--- src/rtl/seg_scan_ctrl.sv ---
// seg_scan_ctrl: four-digit multiplexed 7-segment scan controller.
// Scans one digit per slot of SCAN_DIV cycles and blanks the first DEAD_CYC
// cycles of each slot to hide ghosting. Leading zeros and non-BCD digits are
// suppressed. New data is staged and committed only at a frame boundary, so a
// frame never shows a mix of old and new digits. An optional blink mask
// alternates dark/lit every BLINK_FRAMES frames.
module seg_scan_ctrl #(
    parameter int unsigned SCAN_DIV     = 1000,
    parameter int unsigned DEAD_CYC     = 2,
    parameter int unsigned BLINK_FRAMES = 64
) (
    input  logic        clk,
    input  logic        rst,
    input  logic        load,
    input  logic [15:0] data_in,
    input  logic        blink_en,
    output logic [3:0]  dec_value,
    output logic        dec_en,
    output logic [3:0]  digit_sel,
    output logic        ack
);

    localparam int unsigned CNT_W = (SCAN_DIV > 1) ? $clog2(SCAN_DIV) : 1;

    typedef logic [CNT_W-1:0] cnt_t;

    localparam cnt_t       CNT_LAST   = cnt_t'(SCAN_DIV - 1);
    localparam cnt_t       DEAD_LIMIT = cnt_t'(DEAD_CYC);
    localparam logic [7:0] FRAME_LAST = 8'(BLINK_FRAMES - 1);

    // Registered state
    cnt_t        cnt_q,      cnt_d;
    logic [1:0]  idx_q,      idx_d;
    logic [15:0] shadow_q,   shadow_d;
    logic        pend_q,     pend_d;
    logic [15:0] pbuf_q,     pbuf_d;
    logic [7:0]  frame_q,    frame_d;
    logic        phase_q,    phase_d;
    logic        blink_q,    blink_d;
    logic        ack_q,      ack_d;

    logic        slot_end;
    logic        frame_bnd;

    assign slot_end  = (cnt_q == CNT_LAST);
    assign frame_bnd = slot_end && (idx_q == 2'd3);

    // Next-state: slot/digit scan, staged data commit, blink frame counting
    always_comb begin
        // NOTE: every signal gets a default first so no path leaves it unassigned (no latch).
        cnt_d    = slot_end ? '0 : cnt_q + cnt_t'(1);
        idx_d    = slot_end ? idx_q + 2'd1 : idx_q;
        shadow_d = shadow_q;
        pend_d   = pend_q;
        pbuf_d   = pbuf_q;
        frame_d  = frame_q;
        phase_d  = phase_q;
        blink_d  = blink_en;
        ack_d    = 1'b0;

        if (frame_bnd) begin
            // A load on the boundary itself bypasses the buffer and wins
            if (load) begin
                shadow_d = data_in;
                ack_d    = 1'b1;
            end else if (pend_q) begin
                shadow_d = pbuf_q;
                ack_d    = 1'b1;
            end
            pend_d = 1'b0;

            if (frame_q == FRAME_LAST) begin
                frame_d = '0;
                phase_d = ~phase_q;
            end else begin
                frame_d = frame_q + 8'd1;
            end
        end else if (load) begin
            // Last write before the boundary wins
            pbuf_d = data_in;
            pend_d = 1'b1;
        end
    end

    // State registers with synchronous reset
    always_ff @(posedge clk) begin
        // NOTE: sequential state uses non-blocking assignment so all registers update together.
        if (rst) begin
            // NOTE: shadow and pending buffer are plain registers, not memory, so they are reset too.
            cnt_q    <= '0;
            idx_q    <= '0;
            shadow_q <= '0;
            pend_q   <= 1'b0;
            pbuf_q   <= '0;
            frame_q  <= '0;
            phase_q  <= 1'b0;
            blink_q  <= 1'b0;
            ack_q    <= 1'b0;
        end else begin
            cnt_q    <= cnt_d;
            idx_q    <= idx_d;
            shadow_q <= shadow_d;
            pend_q   <= pend_d;
            pbuf_q   <= pbuf_d;
            frame_q  <= frame_d;
            phase_q  <= phase_d;
            blink_q  <= blink_d;
            ack_q    <= ack_d;
        end
    end

    logic [3:0]  cur_digit;
    logic [15:0] upper_digits;
    logic        lead_zero;
    logic        visible;

    // Display decode: purely from registered state, never from inputs
    always_comb begin
        cur_digit    = shadow_q[{idx_q, 2'b00} +: 4];
        upper_digits = shadow_q >> {idx_q, 2'b00};
        // Digit 0 always shows, so an all-zero value reads as a single "0"
        lead_zero    = (idx_q != 2'd0) && (upper_digits == 16'h0000);
        visible      = (cnt_q >= DEAD_LIMIT)
                    && (cur_digit <= 4'd9)
                    && !lead_zero
                    && !(blink_q && phase_q);

        dec_value = cur_digit;
        dec_en    = visible;
        digit_sel = visible ? (4'b0001 << idx_q) : 4'b0000;
        ack       = ack_q;
    end

endmodule

--- config.mk ---
export PLATFORM = sky130hd
export DESIGN_NAME = seg_scan_ctrl
export DESIGN_NICKNAME = d
export VERILOG_FILES = /design/src/rtl/seg_scan_ctrl.sv
export SDC_FILE = /design/constraint.sdc
export NUM_CORES = 1
export LEC_CHECK = 0
export BUFFER_PORTS_ARGS = -buffer_cell sky130_fd_sc_hd__buf_2
export CORE_ASPECT_RATIO = 0.6
export CORE_MARGIN = 8
export CORE_UTILIZATION = 60
export DETAILED_ROUTE_END_ITERATION = 6
export PLACE_DENSITY = 0.82
export RECOVER_POWER = 100
export SLEW_MARGIN = 25
export SYNTH_ARGS = -nofsm -noshare
export SYNTH_HDL_FRONTEND = slang
export SYNTH_SLANG_ARGS = --single-unit
--- constraint.sdc ---
create_clock -name clk -period 5.6 [get_ports clk]
set_input_delay 0.84 -clock clk [delete_from_list [all_inputs] [get_ports clk]]
set_output_delay 0.84 -clock clk [all_outputs]
set_load 0.02 [all_outputs]
==> reports/summary.txt <==
PnR worst setup slack: 1.75 ns
Period utilization: 68.7%
#FFs+latches synth: 56
Average wire per standard cell: 15.4 um
Syn-to-layout area delta: 9.02%
Most frequent cells in the layout: dfxtp_1 (56), nor2_1 (38), nand2_1 (26)
DRC Markers: 0
Slowest cell delay on critical path: 0.86 ns
Largest net degree at the start of global routing: 52
Final Critical Period: 3.85 ns
TritonCTS clock tree: done
Failing checks: capacitance limit, slew limit
Hold Vio Cnt, Final: 0
Post_cts resized: 0
Layout Nets: 341
Final Non-Filler Cells: 375
# Post-CTS Setup Buffers: 0
Cts hold-fix bufs: 0
Status: finished with violations
First-pass GRT wire length: 9470 um
Width of the die: 101 um
Worst setup SP type: flip-flop
Pwr/cell area: 246 nW/um2
Post-Syn Instances: 297
Die Y: 67.1 um
DRT antenna net count: 0
Core region area: 4140 um2
# port buffers: 29
Total global routing overflow: 0
Worst min path class: reg -> reg
Synthesis Warnings: 0
Library cells used by synthesis: 35
Fin util: 68.6%
Setup_tns: 0 ns
Worst Max-Slew Pin Slew: 2.15 ns
Lkg Pwr: 0.00102 uW
Worst EP required: 4.76 ns
Bufs and invs on worst path: 1
Vias per inst: 5.74
Skew final: 0.0123 ns
CTS Buf Count: 5
Worst-path cell chain: mux4_2, or2_2, a2111oi_0, nor3b_1, clkbuf_1
Ant diodes: 0
Count of flip-flops with a built-in enable after synthesis: 0
CP Capture Type: output port
Via count: 2153
Slowest-stage cell, CP: a2111oi_0
DRT Pass-1 Iters: 4
H-tree lvl count: 2
RSZ-0062 raised after global routing: false
Clock root cell: clkbuf_8
Crit Path Max Fanout: 10
Ys flop type: dfxtp_1
CTS sink count: 56
Achievable frequency: 260 MHz
Filler instances: 370
Setup CP Type: reg -> out
Setup WS pre-CTS: 2.55 ns
Post-synthesis sequential area ratio: 43.0%
# Max-Cap Violations: 1
Placed Instances: 367
Synth Cell Area: 2610 um2
Max clock buf depth: 2
Starting Density: 62.9%
Max-slew headroom: -43.5%
Endpoints failing setup: 0
CTS clk-pin slew, worst paths: 0.09 ns
Drt total wl: 5780 um
Most common cell after layout, fill and taps aside: dfxtp_1
Rows: 18
Slew Limit Fails: 52
Post-synth ARST share: 0%
Crit path max-delay family: compound AO/OA/AOI/OAI gates
Peak VDD IR: 0.000156 V
DRT iter0 DRCs: 133
Clock Latency Late Sink: 0.32 ns
Dpl hpwl: 4080 um
Synth Net Count: 324
Routability congestion estimate: 0.828
Vias in the first global route: 1935
Initial antenna violation count: 0
WP data arrival: 3.01 ns
I/O pins: 30
Die area: 6780 um2
Mean Syn Cell Area: 8.78 um2
Ratio of cells with drive above 1 in the final layout: 11.4%
Gr usage total: 18.0%
worst register-to-register path: stages, from the launching register on:
cell	delay (ns)
dfxtp_1	0.42
ha_1	0.26
nand4bb_1	0.39
or3_1	0.85
or4_1	0.63
a21oi_1	0.17
through the flow:
step	power, uW	cell area, um2	hold WS, ns
2_1_floorplan	460	2610	0.436
3_3_place_gp	478	2770	0.441
3_5_place_dp	480	2770	0.446
4_1_cts	706	2860	0.461
5_1_grt	734	2840	0.476
6_report	699	2840	0.459
metal layers:
layer	GRT usage [%]	part of all wire, %
met1	26.0	51
met2	23.8	40
met3	5.20	6.6
met4	7.73	1.6
met5	0	0
cells in the mapped netlist, types with 4 or more instances:
| cell type | instances | area, um2 |
|---|---|---|
| dfxtp_1 | 56 | 1120 |
| nor2_1 | 38 | 143 |
| nand2_1 | 26 | 97.6 |
| nand3_1 | 24 | 120 |
| a21oi_1 | 22 | 110 |
| a211oi_1 | 18 | 135 |
| mux2i_1 | 17 | 170 |
| clkbuf_1 | 13 | 48.8 |
| xnor2_1 | 8 | 70.1 |
| ha_1 | 7 | 87.6 |
| inv_1 | 7 | 26.3 |
| nor4_1 | 7 | 43.8 |
| nor3_1 | 6 | 30.0 |
| buf_2 | 5 | 25.0 |
| o21ai_0 | 5 | 25.0 |
| mux4_2 | 4 | 90.1 |
report_power, final:
part	leakage (uW)	total (uW)	internal [uW]	switching (uW)
sequential	0.000455	413	407	5.95
clock	0.0000487	227	91.4	136
combinational	0.000514	58.6	22.5	36.1
final cells by class:
cell class	count	area (um2)	area share, %
Sequential cell	56	1120	39.4
Multi-Input combinational cell	213	1380	48.5
Timing Repair Buffer	31	148	5.19
Inverter	7	26.3	0.924
Clock buffer	5	68.8	2.42
Tap cell	60	75.1	2.64
Clock inverter	3	26.3	0.924
sequential cells by signal, indices dropped and copies added, names as in the netlist:
register and cells:
pbuf_q 16, shadow_q 16, cnt_q 10, frame_q 8, idx_q 2, ack 1
blink_q 1, pend_q 1, phase_q 1
path summary, 6_finish.rpt:
check / startpoint / end / slack (ns) / cells past startpoint
max: idx_q[0] / digit_sel[2] / 1.75 / 5
max reg2reg: cnt_q[1] / frame_q[7] / 2.79 / 5
min reg2reg: pbuf_q[3] / pbuf_q[3] / 0.46 / 2
min: pbuf_q[3] / pbuf_q[3] / 0.46 / 2
cells by family (layout without fill, tap and decap cells):
kind of cell    Yosys count  count (layout)  synth area share (%)
xor+xnor                 10              10                  3.36
flops                    56              56                  43.0
compound gates           52              52                  12.8
mux                      21              21                  9.98
fa+ha+maj                 7               7                  3.36
buf+inv                  28              46                  4.27
simple gates            123             123                  23.3
(Power assumes the default switching activity.)
